[src/rtl/module_cla_multiword_ctrl.sv]
// Wide add/subtract sequencer: one CLA slice reused across NUM_WORDS words, carry chained
// through a register, operands and result exchanged on valid/ready handshakes.

module module_carry_look_ahead_adder #(
  parameter int unsigned WIDTH = 16
) (
  input  logic [WIDTH-1:0] a,
  input  logic [WIDTH-1:0] b,
  input  logic             carry_in,
  output logic [WIDTH-1:0] sum,
  output logic             carry_out
);
  localparam int unsigned GROUPS = WIDTH / 4;

  logic [WIDTH-1:0] g;
  logic [WIDTH-1:0] p;
  logic [WIDTH:0]   c;

  assign g = a & b;
  assign p = a ^ b;

  // 4-bit lookahead groups; each group's carry-out depends only on its carry-in
  always_comb begin
    c    = '0;
    c[0] = carry_in;
    for (int k = 0; k < int'(GROUPS); k++) begin
      c[4*k+1] = g[4*k] | (p[4*k] & c[4*k]);
      c[4*k+2] = g[4*k+1] | (p[4*k+1] & g[4*k]) | (p[4*k+1] & p[4*k] & c[4*k]);
      c[4*k+3] = g[4*k+2] | (p[4*k+2] & g[4*k+1]) | (p[4*k+2] & p[4*k+1] & g[4*k])
               | (p[4*k+2] & p[4*k+1] & p[4*k] & c[4*k]);
      c[4*k+4] = g[4*k+3] | (p[4*k+3] & g[4*k+2]) | (p[4*k+3] & p[4*k+2] & g[4*k+1])
               | (p[4*k+3] & p[4*k+2] & p[4*k+1] & g[4*k])
               | (p[4*k+3] & p[4*k+2] & p[4*k+1] & p[4*k] & c[4*k]);
    end
  end

  assign sum       = p ^ c[WIDTH-1:0];
  assign carry_out = c[WIDTH];
endmodule

module module_cla_multiword_ctrl #(
  parameter int unsigned CLA_WIDTH = 16,
  parameter int unsigned NUM_WORDS = 4
) (
  input  logic                           clk_i,
  input  logic                           rst_i,
  input  logic                           valid_i,
  output logic                           ready_o,
  input  logic [CLA_WIDTH*NUM_WORDS-1:0] a_i,
  input  logic [CLA_WIDTH*NUM_WORDS-1:0] b_i,
  input  logic                           sub_i,
  input  logic                           carry_i,
  output logic                           valid_o,
  input  logic                           ready_i,
  output logic [CLA_WIDTH*NUM_WORDS-1:0] sum_o,
  output logic                           carry_o,
  output logic                           busy_o
);
  localparam int unsigned W     = CLA_WIDTH * NUM_WORDS;
  localparam int unsigned CNT_W = $clog2(NUM_WORDS);

  typedef enum logic [1:0] {IDLE, BUSY, DONE} state_t;

  state_t               state;
  state_t               state_d;
  logic [W-1:0]         a_q;
  logic [W-1:0]         b_q;
  logic                 carry_q;
  logic [CNT_W-1:0]     word_cnt;
  logic [W-1:0]         sum_q;
  logic                 carry_out_q;
  logic                 ready_q;
  logic                 valid_q;
  logic                 busy_q;
  logic                 ready_d;
  logic                 valid_d;
  logic                 busy_d;
  logic                 last_word;
  logic [CLA_WIDTH-1:0] cla_a;
  logic [CLA_WIDTH-1:0] cla_b;
  logic [CLA_WIDTH-1:0] cla_sum;
  logic                 cla_cout;

  assign last_word = (word_cnt == CNT_W'(NUM_WORDS - 1));
  assign cla_a     = a_q[word_cnt*CLA_WIDTH +: CLA_WIDTH];
  assign cla_b     = b_q[word_cnt*CLA_WIDTH +: CLA_WIDTH];

  module_carry_look_ahead_adder #(.WIDTH(CLA_WIDTH)) u_cla (
    .a         (cla_a),
    .b         (cla_b),
    .carry_in  (carry_q),
    .sum       (cla_sum),
    .carry_out (cla_cout)
  );

  // Next state and registered handshake/status flags
  always_comb begin
    state_d = state;
    ready_d = 1'b0;
    valid_d = 1'b0;
    busy_d  = 1'b0;
    case (state)
      IDLE:    if (valid_i)   state_d = BUSY;
      BUSY:    if (last_word) state_d = DONE;
      DONE:    if (ready_i)   state_d = IDLE;
      default:                state_d = IDLE;
    endcase
    ready_d = (state_d == IDLE);
    valid_d = (state_d == DONE);
    busy_d  = (state_d != IDLE);
  end

  always_ff @(posedge clk_i) begin
    if (rst_i) begin
      state       <= IDLE;
      a_q         <= '0;
      b_q         <= '0;
      carry_q     <= 1'b0;
      word_cnt    <= '0;
      sum_q       <= '0;
      carry_out_q <= 1'b0;
      ready_q     <= 1'b1;
      valid_q     <= 1'b0;
      busy_q      <= 1'b0;
    end else begin
      state   <= state_d;
      ready_q <= ready_d;
      valid_q <= valid_d;
      busy_q  <= busy_d;
      case (state)
        IDLE: begin
          if (valid_i) begin
            // Subtract as A + ~B + 1
            a_q      <= a_i;
            b_q      <= sub_i ? ~b_i : b_i;
            carry_q  <= sub_i ? 1'b1 : carry_i;
            word_cnt <= '0;
            sum_q    <= '0;
          end
        end
        BUSY: begin
          sum_q[word_cnt*CLA_WIDTH +: CLA_WIDTH] <= cla_sum;
          carry_q  <= cla_cout;
          word_cnt <= last_word ? '0 : word_cnt + CNT_W'(1);
          if (last_word) carry_out_q <= cla_cout;
        end
        DONE: begin
          if (ready_i) word_cnt <= '0;
        end
        default: ;
      endcase
    end
  end

  assign ready_o = ready_q;
  assign valid_o = valid_q;
  assign busy_o  = busy_q;
  assign sum_o   = sum_q;
  assign carry_o = carry_out_q;
endmodule

[config.mk]
export PLATFORM = sky130hd
export DESIGN_NAME = module_cla_multiword_ctrl
export DESIGN_NICKNAME = d
export VERILOG_FILES = /design/src/rtl/module_cla_multiword_ctrl.sv
export SDC_FILE = /design/constraint.sdc
export NUM_CORES = 1
export LEC_CHECK = 0
export CAP_MARGIN = 25
export CORE_ASPECT_RATIO = 1.4
export CORE_MARGIN = 5
export CORE_UTILIZATION = 37
export DETAILED_ROUTE_END_ITERATION = 16
export SLEW_MARGIN = 0
export SYNTH_ARGS = -nofsm -noshare
export SYNTH_HDL_FRONTEND = slang
export SYNTH_SLANG_ARGS = --single-unit
[constraint.sdc]
create_clock -name clk_i -period 8.8 [get_ports clk_i]
set_clock_uncertainty 0.05 [all_clocks]
set_input_delay 1.32 -clock clk_i [delete_from_list [all_inputs] [get_ports clk_i]]
set_output_delay 1.32 -clock clk_i [all_outputs]
set_load 0.05 [all_outputs]
# Yosys cells after proc, flatten, opt, wreduce, memory -nomap -nowiden
# Index checks and enable logic that the tools add are counted.
# W data, S select, Z words.
[word_totals] ff_bits=201 in_bits=134 out_inout_bits=68
[classes] add_sub_neg=2 n_eq_ne=6 shift=4 mux=15 bitwise=108 n_reduce_logical=9
[ops] operator="$mux W64" n=2
[ops] operator="$pmux W64 S2" n=1
[ops] operator="$shiftx A64 B7 Y16" n=2
[ops] operator="$and A1 B1 Y1" n=64
[ops] operator="$bwmux W64" n=1
[ops] operator="$not A64 Y64" n=1
[ops] operator="$shift A16 B34 Y64 const A" n=1
[ops] operator="$shiftx A16 B34 Y64" n=1
[ops] operator="$or A1 B1 Y1" n=40
[ops] operator="$neg A6 Y34" n=1
[ops] operator="$xor A16 B16 Y16" n=2
[ops] operator="$and A16 B16 Y16" n=1
[ops] operator="$mux W2" n=6
[ops] operator="$pmux W2 S3" n=2
[ops] operator="$eq A2 B2 Y1 const B" n=3
[ops] operator="$reduce_and A2 Y1" n=3
[ops] operator="$logic_not A2 Y1" n=2
[ops] operator="$ne A2 B2 Y1 const B" n=2
[ops] operator="$reduce_bool A2 Y1" n=2
[ops] operator="$reduce_and A3 Y1" n=1
[ops] operator="$reduce_bool A3 Y1" n=1
[ops] operator="$add A2 B1 Y2 const B" n=1
[ops] operator="$eq A2 B1 Y1 const B" n=1
[ops] operator="$mux W1" n=2
[ops] operator="$pmux W1 S2" n=1

# Longest topological paths before layout
# Gate-level depths: netlist (run 1).
[logic_depth] word_depth=17 depth_mapped=12

# Cells and area by module
# A second synthesis (run 1) with hierarchy kept.
[unflattened] cells_unflattened=936 hier_area_um2=9421.5
[modules_own_cells] module="module_cla_multiword_ctrl" instances=1 cells_per_inst=838 area_each_um2=8635.8
[modules_own_cells] module="module_carry_look_ahead_adder" instances=1 cells_per_inst=98 area_each_um2=785.8

# Worst setup path after synthesis (run 1)
# Ideal clock, no wire load.
[synth_timing] path_kind="register -> register" from="register word_cnt[0]" to="register sum_q[13] (netlist: sum_o[13])" arrival_time_ns=3.239 required_time_ns=8.622 setup_slack_ns=5.383 path_stages_with_launch=13 n_path_buf=2 period_less_slack_ns=3.417 cell_sequence="dfxtp_1 -> buf_2 -> buf_2 -> mux4_2 -> ha_1 -> o21ai_0 -> o21ai_1 -> a21oi_2 -> a31oi_4 -> fa_1 -> xor2_1 -> a22oi_1 -> nor2_1"
[synth_via] elab_chain_cells=17 word_cells_on_any_way=103
[synth_rtl] element="start: declaration" line_no="69" rtl="logic [CNT_W-1:0] word_cnt;"
[synth_rtl] element="start signal: assignment" line_no="144" rtl="word_cnt <= last_word ? '0 : word_cnt + CNT_W'(1);"
[synth_rtl] element="$shiftx A64 B7 Y16, on equally long branches" line_no="85, 86"
[synth_rtl] element="$xor A16 B16 Y16 / $and A16 B16 Y16 (equally long branches)" line_no="20, 19"
[synth_rtl] element="$and A1 B1 Y1, on equally long branches" line_no="31, 32, 33"
[synth_rtl] element="$or A1 B1 Y1, or another cell as far along (2 in series)" line_no="31" rtl="c[4*k+4] = g[4*k+3] | (p[4*k+3] & g[4*k+2]) | (p[4*k+3] & p[4*k+2] & g[4*k+1])"
[synth_rtl] element="$or A1 B1 Y1 / $and A1 B1 Y1 (equally long branches)" line_no="32, 33"
[synth_rtl] element="$or A1 B1 Y1" line_no="33" rtl="| (p[4*k+3] & p[4*k+2] & p[4*k+1] & p[4*k] & c[4*k]);"
[synth_rtl] element="$and A1 B1 Y1" line_no="33"
[synth_rtl] element="$or A1 B1 Y1" line_no="33"
[synth_rtl] element="$and A1 B1 Y1" line_no="33"
[synth_rtl] element="$or A1 B1 Y1" line_no="33"
[synth_rtl] element="$and A1 B1 Y1, on equally long branches" line_no="27, 28, 30"
[synth_rtl] element="$or A1 B1 Y1, on equally long branches" line_no="27, 28, 30"
[synth_rtl] element="$xor A16 B16 Y16" line_no="37" rtl="assign sum = p ^ c[WIDTH-1:0];"
[synth_rtl] element="$shiftx A16 B34 Y64" line_no="142" rtl="sum_q[word_cnt*CLA_WIDTH +: CLA_WIDTH] <= cla_sum;"
[synth_rtl] element="$bwmux W64 *" line_no="142"
[synth_rtl] element="$pmux W64 S2 *" line_no="130" rtl="case (state)"
[synth_rtl] element="end signal: indexed assignment" line_no="142"
[synth_rtl] element="end: declaration" line_no="70" rtl="logic [W-1:0] sum_q;"
# Mark *: on every way between the ends. The rest lies on a longest branch, timed or not.
# A chain may end at the register's enable or synchronous reset.

# Final worst setup path (run 1)
[layout_timing] from="register word_cnt[0]" to="register sum_q[61] (netlist: sum_o[61])"
# The elaborated chain is that of the path after synthesis.

==> impl_results.md, run 1 <==
* CTS tree: done
* Req. time, crit path at 9.18 ns
* Fin crit period at 4.12 ns
* 1st-iter DRT viols at 466
* Outcome: finished, final reports clean
* Synth Flop Type: dfxtp_1
* Final Cycle Share at 46.8%
* Post-route DRC at 0
* Met1 usage at 20.9%
* Clock latency on the worst-skew pair at 0.50 ns
* Root Driver: clkbuf_16
* LEAKAGE at 4.20 nW
* Post-DP HPWL at 18.3 mm
* Post-route ant nets at 0
* Mean area per synthesized cell at 9.43 µm²
* Hold-fix buffers at CTS at 0
* Register area share after synthesis at 45.6%
* Vias in the first global route at 6881
* Post-Route Setup TNS at 0 ns
* # nets final at 1255
* Vias at 7070
* Routed wire length at 25.0 mm
* Synth unique cells at 40
* PnR worst setup slack at 4.68 ns
* First-pass GRT wire length at 37.9 mm
* CTS Buffer Depth at 3
* Via/cell ratio at 4.97
* Largest net degree at the start of global routing at 123
* Utilization after layout at 49.4%
* Area Growth Syn to Fin at 32.9%
* Routability cong. at 0.809
* Die H at 193 µm
* Num ports at 202
* Seq cells post-synth at 201
* CTS buffer count at 21
* Slew margin rel. at 30.7%
* Die area at 0.0271 mm²
* Antenna violations before repair at 2
* Die extent in x at 140 µm
* Final hold violations at 0
* Least-Margin Pin Slew at 1.04 ns
* GRT overflow at 0
* Asr flop ratio synth at 0%
* CTS resizes at 0
* Fillcell total at 2301
* Syn Nets at 1093
* Busiest grt layer: met2
* Post-synth EDFFs at 0
* RSZ-0062 raised after global routing: false
* Initial Util at 37.2%
* GR Util met2 at 33.7%
* # clock sinks at 201
* Startpoint Class: flop
* CP endpoint kind: flop
* CTS H-tree lvls at 1
* Peak Freq at 243 MHz
* First-pass DRT Iterations at 5
* Crit path arrival time at 4.49 ns
* Peak VDD IR at 0.150 mV
* P per Cell Area at 190 mW/mm²
* Mapped Cells at 935
* DR WL/cell at 17.6 µm
* Max-cap violation count at 0
* Crit path max fanout at 22
* Layout cell share with drive strength beyond 1 at 8.28%
* Worst slack, placed at 4.63 ns
* Row count at 67
* Core box area at 0.0237 mm²
* Clock transition at the registers of the reported paths at 0.06 ns
* YS warnings at 0
* Post-CTS setup repair buffer count at 0
* Crit Path Category: flop to flop
* Final Setup Violations at 0
* Worst hold path type: flop to flop
* Tot GR Track Use at 17.7%
* Max-slew violation count at 0
* Post-Syn Area at 0.00882 mm²
* Port Buffers at 201
* GR Util met3 at 2.48%
* Power Total at 2.23 mW
## power by group
| group | total (mW) | switching (mW) | leakage [nW] | internal [mW] |
|---|---|---|---|---|
| combinational | 0.373 | 0.205 | 2.22 | 0.168 |
| sequential | 0.988 | 0.0293 | 1.65 | 0.959 |
| clock | 0.868 | 0.362 | 0.329 | 0.506 |
## cells in the final DEF, fill, tap and decap left out, drive strengths merged, types with 2 or more instances in the layout
cell type	synthesis	layout
nand3b	3	3
a211oi	68	68
clkbuf	53	30
nor4	2	2
fa	4	4
nor2b	9	9
clkinv	0	3
nor3	4	4
clkdlybuf4s50	0	199
or2	3	3
diode	0	2
o21bai	3	3
dfxtp	201	201
inv	5	7
nand2b	3	3
a31oi	2	2
a22oi	45	45
a32oi	4	4
a21o	4	4
xnor2	67	67
ha	20	20
a22o	16	16
mux4	32	32
buf	21	14
mux2i	2	2
nor2	122	122
xor2	8	8
a21oi	82	82
nand2	137	137
o21ai	10	10
## synthesized netlist by cell type (4+ instances only)
| cell | instances | share of area (%) |
|---|---|---|
| a211oi_1 | 67 | 5.7 |
| a21oi_1 | 81 | 4.6 |
| a22o_1 | 14 | 1.4 |
| a22oi_1 | 45 | 3.8 |
| a32oi_1 | 4 | 0.40 |
| buf_1 | 4 | 0.17 |
| buf_2 | 17 | 0.96 |
| clkbuf_1 | 53 | 2.3 |
| dfxtp_1 | 201 | 46 |
| fa_1 | 4 | 0.91 |
| ha_1 | 20 | 2.8 |
| inv_1 | 5 | 0.21 |
| mux4_2 | 32 | 8.2 |
| nand2_1 | 137 | 5.8 |
| nor2_1 | 122 | 5.2 |
| nor2b_1 | 9 | 0.64 |
| nor3_1 | 4 | 0.23 |
| o21ai_0 | 9 | 0.51 |
| xnor2_1 | 67 | 6.7 |
| xor2_1 | 8 | 0.79 |
## cell type report
type | count | area [µm²] | area share (%)
flip-flops and latches | 201 | 4030 | 34.4
clock inverters | 7 | 73.8 | 0.630
repair buffers | 213 | 2120 | 18.1
multi-input cells | 655 | 4490 | 38.3
well taps | 310 | 388 | 3.31
inverters | 5 | 18.8 | 0.160
diodes | 2 | 5.00 | 0.0427
clock buffers | 30 | 599 | 5.11
## metrics by stage
step	hold WS, ns	area, µm²	std cells
after floorplan	0.383	8820	935
after CTS	0.405	11700	1419
after global routing	0.421	11700	1423
after detailed placement	0.394	11000	1382
after global placement	0.391	11000	1381
final	0.403	11700	1423
## metal layers
metal	wire length [µm]	up-vias
met5	0	-
met3	1190	19
met1	10100	3266
met4	292	0
met2	13500	166
li1	-	3619
## flip-flops by register name (all words and copies together) (netlist names), 2 cells and up
signal	count
word_cnt	2
b_q	64
state	2
sum_o	64
a_q	64
## critical path: stages, from the launching register on
cell and delay (ns):
dfxtp_2 0.76, buf_4 0.47, mux4_2 0.60, ha_1 0.34, a211oi_2 0.27, o21ai_1 0.12
a21oi_2 0.26, a31oi_4 0.17, fa_1 0.40, xor2_1 0.33, a22oi_1 0.14, nor2_1 0.11
## cell families after synthesis
kind of cell             synth area share, %
XOR/XNOR                                7.45
AO/OA/AOI/OAI                           18.1
AND/OR/NAND/NOR                         13.1
multiplexers                            8.40
flip-flops                              45.6
buffers and inverters                   3.60
adder cells (fa/ha/maj)                 3.75
## path summary, 6_finish.rpt
check                            startpoint        end  slack, ns  cells past startpoint
worst max-delay path            word_cnt[0]  sum_o[61]       4.68                     11
worst min-delay path                a_q[19]    a_q[19]       0.40                      2
worst max register to register  word_cnt[0]  sum_o[61]       4.68                     11
worst min register to register      a_q[19]    a_q[19]       0.40                      2
Note: power is estimated with default switching activity, not from simulation.
==> inputs of run 2 (changes only) <==
==> constraint.sdc (replaced) <==
create_clock -name clk_i -period 3.8 [get_ports clk_i]
set_clock_uncertainty 0.05 [all_clocks]
set_input_delay 0.57 -clock clk_i [delete_from_list [all_inputs] [get_ports clk_i]]
set_output_delay 0.57 -clock clk_i [all_outputs]
set_load 0.05 [all_outputs]
==> impl_results.md, run 2 (same netlist as run 1, synthesis figures left out) <==
* Post-CTS setup repair buffer count at 0
* Power Total at 5.06 mW
* Clock latency on the worst-skew pair at 0.49 ns
* Final Setup Violations at 0
* First-pass DRT Iterations at 4
* Outcome: finished, final reports clean
* Antenna violations before repair at 1
* LEAKAGE at 4.21 nW
* Post-Route Setup TNS at 0 ns
* RSZ-0062 raised after global routing: false
* PnR worst setup slack at 0.215 ns
* Crit Path Category: flop to flop
* Psw at 1.34 mW
* CP endpoint kind: flop
* Vias in the first global route at 7079
* Num ports at 202
* Least-Margin Pin Slew at 0.989 ns
* Fin crit period at 3.59 ns
* Startpoint Class: flop
* Via/cell ratio at 5.02
* Row count at 67
* Slew margin rel. at 34.1%
* Die extent in x at 140 µm
* Pint at 3.73 mW
* Min Hold Slack at 0.403 ns
* Tot GR Track Use at 18.2%
* Sequential cell area at 0.00403 mm²
* Die H at 193 µm
* Area of the multi-input gates at 0.00449 mm²
* Share of total power in the clock network at 37.6%
* Max-cap violation count at 0
* # nets final at 1261
* Max-slew violation count at 0
* P per Cell Area at 432 mW/mm²
* GRT overflow at 0
* Routed wire length at 25.5 mm
* CTS resizes at 0
* CTS buffer count at 20
* Area Growth Syn to Fin at 32.8%
* Post-route ant nets at 0
* Post-route DRC at 0
* Final Cycle Share at 94.3%
* Peak VDD IR at 0.308 mV
* First-pass GRT wire length at 39.2 mm
* DR WL/cell at 17.9 µm
* Worst hold path type: flop to flop
* Hold-fix buffers at CTS at 0
* Commonest non-fill, non-tap cells in the layout: dfxtp_1 (199), clkdlybuf4s50_1 (199), nand2_1 (137), nor2_1 (121), a21oi_1 (81)
* Core box area at 0.0237 mm²
* Utilization after layout at 49.4%
* # clock sinks at 201
* Crit path arrival time at 3.96 ns
* Layout cell share with drive strength beyond 1 at 8.36%
* Port Buffers at 201
* Placed Area at 0.0111 mm²
* CTS tree: done
* Req. time, crit path at 4.18 ns
* Clock transition at the registers of the reported paths at 0.06 ns
* Post-DP HPWL at 19.0 mm
* Design area at 0.0117 mm²
* CTS H-tree lvls at 1
* 1st-iter DRT viols at 325
* Initial Util at 37.2%
* Root Driver: clkbuf_16
* Routability cong. at 0.874
* Fillcell total at 2273
* CTS Buffer Depth at 3
* Largest net degree at the start of global routing at 194
* Final Non-Filler Cells at 1424
* Final hold violations at 0
* Vias at 7155
* Placed cell count at 1391
* Sw frac at 26.4%
* Register share of total power at 45.3%
* Crit path max fanout at 14
* Die area at 0.0271 mm²
* Worst slack, placed at 0.232 ns
* Combinational power share at 17.1%
* Peak Freq at 279 MHz
==> run 2: cell types whose count changed in the layout (fill, tap and decap cells not counted) <==
cell	delta
clkinvlp_4	-1
clkinv_4	-1
clkbuf_8	-2
buf_4	+6
buf_12	+2
clkbuf_1	+1
buf_16	-1
diode_2	-1
inv_6	-2
==> run 2: area by class of cell <==
cell class	instances	area share [%]
diodes	1	0.0214
clock buffers	29	4.91
clock inverters	3	0.342
inverters	5	0.160
multi-input cells	655	38.3
flip-flops and latches	201	34.4
well taps	310	3.31
repair buffers	220	18.6
==> run 2: layer usage <==
layer  routed length [µm]  global-route usage [%]  vias up
met2                13200                    33.0      167
met3                 1100                    2.45       37
met5                    0                       0        -
li1                     -                       -     3630
met1                10500                    21.9     3321
met4                  822                    6.79        0
==> run 2: path summary, 6_finish.rpt <==
path	start	end	slack [ns]	depth (start not counted)
setup / recovery	word_cnt[0]	sum_o[61]	0.21	11
hold / removal	a_q[39]	a_q[39]	0.40	2
setup reg to reg	word_cnt[0]	sum_o[61]	0.21	11
hold reg to reg	a_q[39]	a_q[39]	0.40	2
==> run 2: worst max-delay path, cell delays in order, from the launching register on <==
cell and delay (ns):
dfxtp_2 0.57, buf_12 0.22, mux4_2 0.54, ha_1 0.35, o21ai_0 0.26, o21ai_1 0.11
a21oi_2 0.26, a31oi_4 0.17, fa_1 0.40, xor2_1 0.32, a22oi_1 0.15, nor2_1 0.11
==> run 2: power groups by stage <==
| stage | Clock (mW) | Combinational (mW) | Sequential (mW) |
|---|---|---|---|
| after floorplan | 0 | 0.506 | 2.34 |
| after global placement | 0 | 0.862 | 2.34 |
| after detailed placement | 0 | 0.871 | 2.34 |
| after CTS | 1.95 | 0.873 | 2.29 |
| after global routing | 2.02 | 0.944 | 2.30 |
| final | 1.90 | 0.866 | 2.29 |
==> inputs of run 3 (changes only) <==
--- a/config.mk
+++ b/config.mk
@@ -5,6 +5,7 @@
 export SDC_FILE = /design/constraint.sdc
 export NUM_CORES = 1
 export LEC_CHECK = 0
+export ABC_AREA = 1
 export CAP_MARGIN = 25
 export CORE_ASPECT_RATIO = 1.4
 export CORE_MARGIN = 5
==> impl_results.md, run 3 <==
* Hold-fix buffers at CTS at 0
* Tot GR Track Use at 19.2%
* Routability cong. at 0.826
* Most frequent cells after synthesis: nor2_1 (280), dfxtp_1 (201), o21ai_0 (130)
* Utilization after layout at 49.0%
* Register share of total power at 41.4%
* Post-synth EDFFs at 0
* Die area at 0.0283 mm²
* Final Setup Violations at 0
* Clock latency on the worst-skew pair at 0.50 ns
* Antenna violations before repair at 0
* Syn Nets at 1352
* Layout cell share with drive strength beyond 1 at 6.13%
* Sw frac at 29.2%
* CP dominant cell by count: nand2_2
* YS warnings at 0
* Seq cells post-synth at 201
* Slowest-stage cell, CP: dfxtp_1
* Design area at 0.0121 mm²
* Crit-path max cell delay at 0.41 ns
* Fin crit period at 3.27 ns
* Crit Path Category: flop to flop
* GRT overflow at 0
* Register area share after synthesis at 43.5%
* CTS H-tree lvls at 1
* # nets final at 1498
* Req. time, crit path at 4.11 ns
* Least-Margin Pin Slew at 0.979 ns
* Outcome: finished, final reports clean
* Peak Freq at 306 MHz
* Post-synth top area cell: dfxtp_1
* Max-slew violation count at 0
* CTS Buffer Depth at 3
* Mean area per synthesized cell at 7.75 µm²
* DR WL/cell at 16.9 µm
* Synth unique cells at 37
* Vias at 8358
* CTS buffer count at 20
* Commonest non-fill, non-tap cells in the layout: nor2_1 (280), dfxtp_1 (200), clkdlybuf4s50_1 (199), o21ai_0 (130), nand2_1 (123)
* Final Cycle Share at 86.0%
* Initial Util at 37.5%
* Via/cell ratio at 5.01
* Top cell type's share of synthesized area at 43.5%
* Post-DP HPWL at 20.9 mm
* Startpoint Class: flop
* Largest net degree at the start of global routing at 150
* 1st-iter DRT viols at 470
* Placed cell count at 1633
* Pint at 4.01 mW
* Total buffers and inverters traversed by the critical path at 1
* Min Hold Slack at 0.413 ns
* Die extent in x at 144 µm
* RSZ-0062 raised after global routing: false
* N_diodes at 0
* Combinational power share at 21.0%
* Die H at 197 µm
* Worst hold path type: flop to flop
* Worst-path cell chain: buf_4 -> o21ai_0 -> o22ai_1 -> ha_1 -> nand2_1 -> nand2_1 -> nand3_2 -> nand2_2 -> nand2_2 -> nand2_2 -> nand2_2 -> nand2_2 -> fa_1 -> xnor2_1 -> nor3_1 -> a22oi_1 -> nor2_1
* Clock transition at the registers of the reported paths at 0.07 ns
* Post-route ant nets at 0
* Post-CTS setup repair buffer count at 0
* Crit path arrival time at 3.58 ns
* Commonest non-fill, non-tap cell in the layout: nor2_1
* Cell with the most instances after synthesis: nor2_1
* Final Non-Filler Cells at 1668
* P per Cell Area at 468 mW/mm²
* Peak VDD IR at 0.269 mV
* LEAKAGE at 4.47 nW
* Post-Route Setup TNS at 0 ns
* Psw at 1.66 mW
* Row count at 68
* Core box area at 0.0247 mm²
* Placed Area at 0.0114 mm²
* Vias in the first global route at 7871
* First-pass GRT wire length at 43.2 mm
* Port Buffers at 201
* Post-Syn Area at 0.00926 mm²
* CTS tree: done
* Slew margin rel. at 34.7%
* Root Driver: clkbuf_16
* Synth Flop Type: dfxtp_1
* Worst slack, placed at 0.558 ns
* Area Growth Syn to Fin at 30.6%
* Max-cap violation count at 0
* Mapped Cells at 1194
* Post-route DRC at 0
* Crit path max fanout at 32
* Synth top area cells: dfxtp_1 (43%), nor2_1 (11%), o21ai_0 (7.0%)
* CTS resizes at 0
* Num ports at 202
* Share of total power in the clock network at 37.6%
* Asr flop ratio synth at 0%
* Crit-path leading delay family: simple AND/OR/NAND/NOR gates
* Final hold violations at 0
* # clock sinks at 201
* CP endpoint kind: flop
* Power Total at 5.67 mW
* Routed wire length at 28.2 mm
* PnR worst setup slack at 0.532 ns
* First-pass DRT Iterations at 5
[run 3: cell count changes after synthesis, moves of 14 or more]
cell / delta
nor2_1: +158
o21ai_0: +121
a22oi_1: -37
mux4_2: -32
o22ai_1: +32
nand3_1: +20
inv_1: +19
buf_2: +17
a22o_1: -14
nand2_1: -14
[run 3: final timing paths]
kind / startpoint / to / slack (ns) / cells past startpoint
max: word_cnt[1] / sum_o[61] / 0.53 / 17
min: sum_o[30] / sum_o[30] / 0.41 / 2
max reg2reg: word_cnt[1] / sum_o[61] / 0.53 / 17
min reg2reg: sum_o[30] / sum_o[30] / 0.41 / 2
[run 3: layout make-up]
| class | instances | area [µm²] |
|---|---|---|
| Clock inverter | 8 | 124 |
| Tap cell | 315 | 394 |
| Fill cell | 2434 | 12600 |
| Timing Repair Buffer | 214 | 2140 |
| Clock buffer | 27 | 588 |
| Multi-Input combinational cell | 874 | 4710 |
| Sequential cell | 201 | 4030 |
| Inverter | 29 | 116 |
[run 3: cell families (layout without fill, tap and decap cells)]
logic type / after synthesis / count (layout) / synth area share, %
simple gates: 467 / 467 / 20.7
flops: 201 / 201 / 43.5
fa+ha+maj: 24 / 24 / 3.57
buf+inv: 119 / 278 / 5.76
xor+xnor: 70 / 70 / 6.70
compound gates: 313 / 313 / 19.8
[run 3: worst reg2reg max path: cells and delay by family (launching register included)]
family	cells	cell delay (ns)
simple gates	10	0.75
fa+ha+maj	2	0.66
compound gates	3	0.66
flops	1	0.41
buf+inv	1	0.33
xor+xnor	1	0.27
[run 3: power groups by stage]
stage	clock network (mW)	registers (mW)	logic, mW
after CTS	2.17	2.35	1.20
final	2.13	2.35	1.19
after detailed placement	0	2.39	1.19
after global routing	2.25	2.36	1.32
after floorplan	0	2.40	0.738
after global placement	0	2.39	1.18
[run 3: metal layers]
layer | up-vias | GRT usage [%] | routed length, µm
met1 | 3774 | 23.4 | 11700
met2 | 251 | 35.0 | 14400
li1 | 4295 | - | -
met5 | - | 0 | 0
met4 | 0 | 5.83 | 756
met3 | 38 | 2.20 | 1410
==> edit (config.mk and constraints of run 3) <==
The 3 states of `state_t` get a one-hot encoding in 3 bits.
--- a/src/rtl/module_cla_multiword_ctrl.sv
+++ b/src/rtl/module_cla_multiword_ctrl.sv
@@ -59,7 +59,7 @@
   localparam int unsigned W     = CLA_WIDTH * NUM_WORDS;
   localparam int unsigned CNT_W = $clog2(NUM_WORDS);
 
-  typedef enum logic [1:0] {IDLE, BUSY, DONE} state_t;
+  typedef enum logic [2:0] {IDLE = 3'b001, BUSY = 3'b010, DONE = 3'b100} state_t;
 
   state_t               state;
   state_t               state_d;
Behaviour: same outputs for any inputs over 4 cycles, from zero or initial values and one cycle with rst_i high; so few cycles prove little.
==> edit against run 3 <==
Worst setup slack got worse by 0.071 ns; synthesized area up 1.5%; cell area grew 1.6%; routed wire length up 6.3%; final cell count rose by 6.1%; power fell by 7.8%; global-route usage increased by 0.84 points; sequential cell count up 1.
==> edit: results (changes against run 3) <==
stage,metric,value,unit,change
grt,grt_use_met3,2.549,%,was 2.204%
synth,yosysUniqueCellTypes,33,,was 37
place,globalplace.congestion,0.8758,,was 0.8257
critical_path,arrival,3.74,ns,was 3.58 ns
route,wl_met2,15500,um,was 14380 um
place,dp_hpwl,22360,um,was 20940 um
run_status,status,"finished, final reports clean",,unchanged
power_and_ir_drop,switching_power,1.470,mW,was 1.656 mW
grt,grt.total_usage,20.01,%,was 19.18%
grt,grt_max_degree,131,,was 150
grt,grtUsageMet2,35.90,%,was 34.99%
sta,tightestPinTransition,0.9623,ns,was 0.9793 ns
clock_tree,insertion_delay,0.52,ns,was 0.50 ns
route,dr.pass1.iters,7,,was 5
power_and_ir_drop,p_leak,4.840,nW,was 4.465 nW
synth,synth.top_cells.by_count,"nand2_1 (269), nor2_1 (211), dfxtp_1 (202)",,"was nor2_1 (280), dfxtp_1 (201), o21ai_0 (130)"
layout,fillers,2570,,was 2434
synth,synthXorXnorAreaFrac,6.525,%,was 6.703%
critical_path,crit-reg2reg-launch,word_cnt[0],,was word_cnt[1]
layout,layout-drive-gt1-share,5.172,%,was 6.135%
worst_hold_path,hp-start,b_q[16],,was sum_o[30]
synth,synthAdderAreaFrac,3.782,%,was 3.568%
synth,ys_top_cells_by_area,"dfxtp_1 (43%), nand2_1 (11%), nor2_1 (8.4%), a21oi_1 (7.5%), o21ai_0 (7.0%)",,"was dfxtp_1 (43%), nor2_1 (11%), o21ai_0 (7.0%), xnor2_1 (6.5%), a211oi_1 (5.3%)"
synth,syn_nets,1444,,was 1352
route,vias,8925,,was 8358
route,wl_met1,11930,um,was 11690 um
route,met3_length,1481,um,was 1409 um
route,drt_iter0_drc,680,,was 470
route,routed_wl,30010,um,was 28240 um
synth,synth_compound_area_share,17.63,%,was 19.82%
synth,synth_seq_area_share,43.04,%,was 43.46%
clock_tree,cts_buffers,21,,was 20
synth,muxShareOfSynthArea,0,%,unchanged
power_and_ir_drop,clkPwrFrac,39.1,%,was 37.6%
layout,nNetsFinal,1595,,was 1498
critical_path,path_max_fanout,22,,was 32
grt,grt_first_pass_wirelength,45460,um,was 43190 um
==> edit: cell count changes after synthesis, sizes merged, moves of 64 or more <==
cell and change:
nand2 +142, xor2 +64, a211oi -65, nor2 -71, xnor2 -64, a21oi +67
==> edit: kinds of logic after synthesis <==
group / Yosys count
AO/OA/AOI/OAI: 313
XOR/XNOR: 70
adder cells (fa/ha/maj): 26
buffers and inverters: 128
flip-flops: 202
AND/OR/NAND/NOR: 545
==> edit: area by class of cell <==
type | count | area (sq um) | area share [%]
Inverter | 38 | 145.1 | 1.181
Sequential cell | 202 | 4045 | 32.92
Clock inverter | 11 | 95.09 | 0.7739
Clock buffer | 27 | 588.1 | 4.786
Tap cell | 319 | 399.1 | 3.248
Timing Repair Buffer | 218 | 2197 | 17.88
Multi-Input combinational cell | 954 | 4818 | 39.21
==> edit: metrics by stage <==
step                power (mW)  utilization (%)  std cells  cell area (sq um)  setup slack (ns)
floorplan                2.859                -       1284               9397            0.5837
global placement         3.213            46.03       1731              11600            0.6014
detailed placement       3.225            46.03       1731              11600            0.5181
CTS                      5.257            48.74       1769              12290            0.4965
global route             5.444            48.74       1769              12290           0.09808
finish                   5.223            48.74       1769              12290            0.4602
==> edit: critical path, stage by stage (launching register included) <==
cell      delay (ns)
dfxtp_2         0.54
inv_2           0.12
buf_4           0.23
o21ai_0         0.17
o22ai_1         0.11
ha_1            0.36
a21oi_1         0.26
o21bai_1        0.12
a21oi_1         0.16
nand2_2         0.10
fa_1            0.38
xnor2_1         0.16
nor3_1          0.27
nand2_1         0.09
a21oi_1         0.15
==> edit: path summary, 6_finish.rpt <==
path                                   to  slack (ns)  depth (start not counted)
worst min-delay path              b_q[16]        0.41                          2
worst min register to register    b_q[16]        0.41                          2
worst max register to register  sum_o[29]        0.46                         14
worst max-delay path            sum_o[29]        0.46                         14
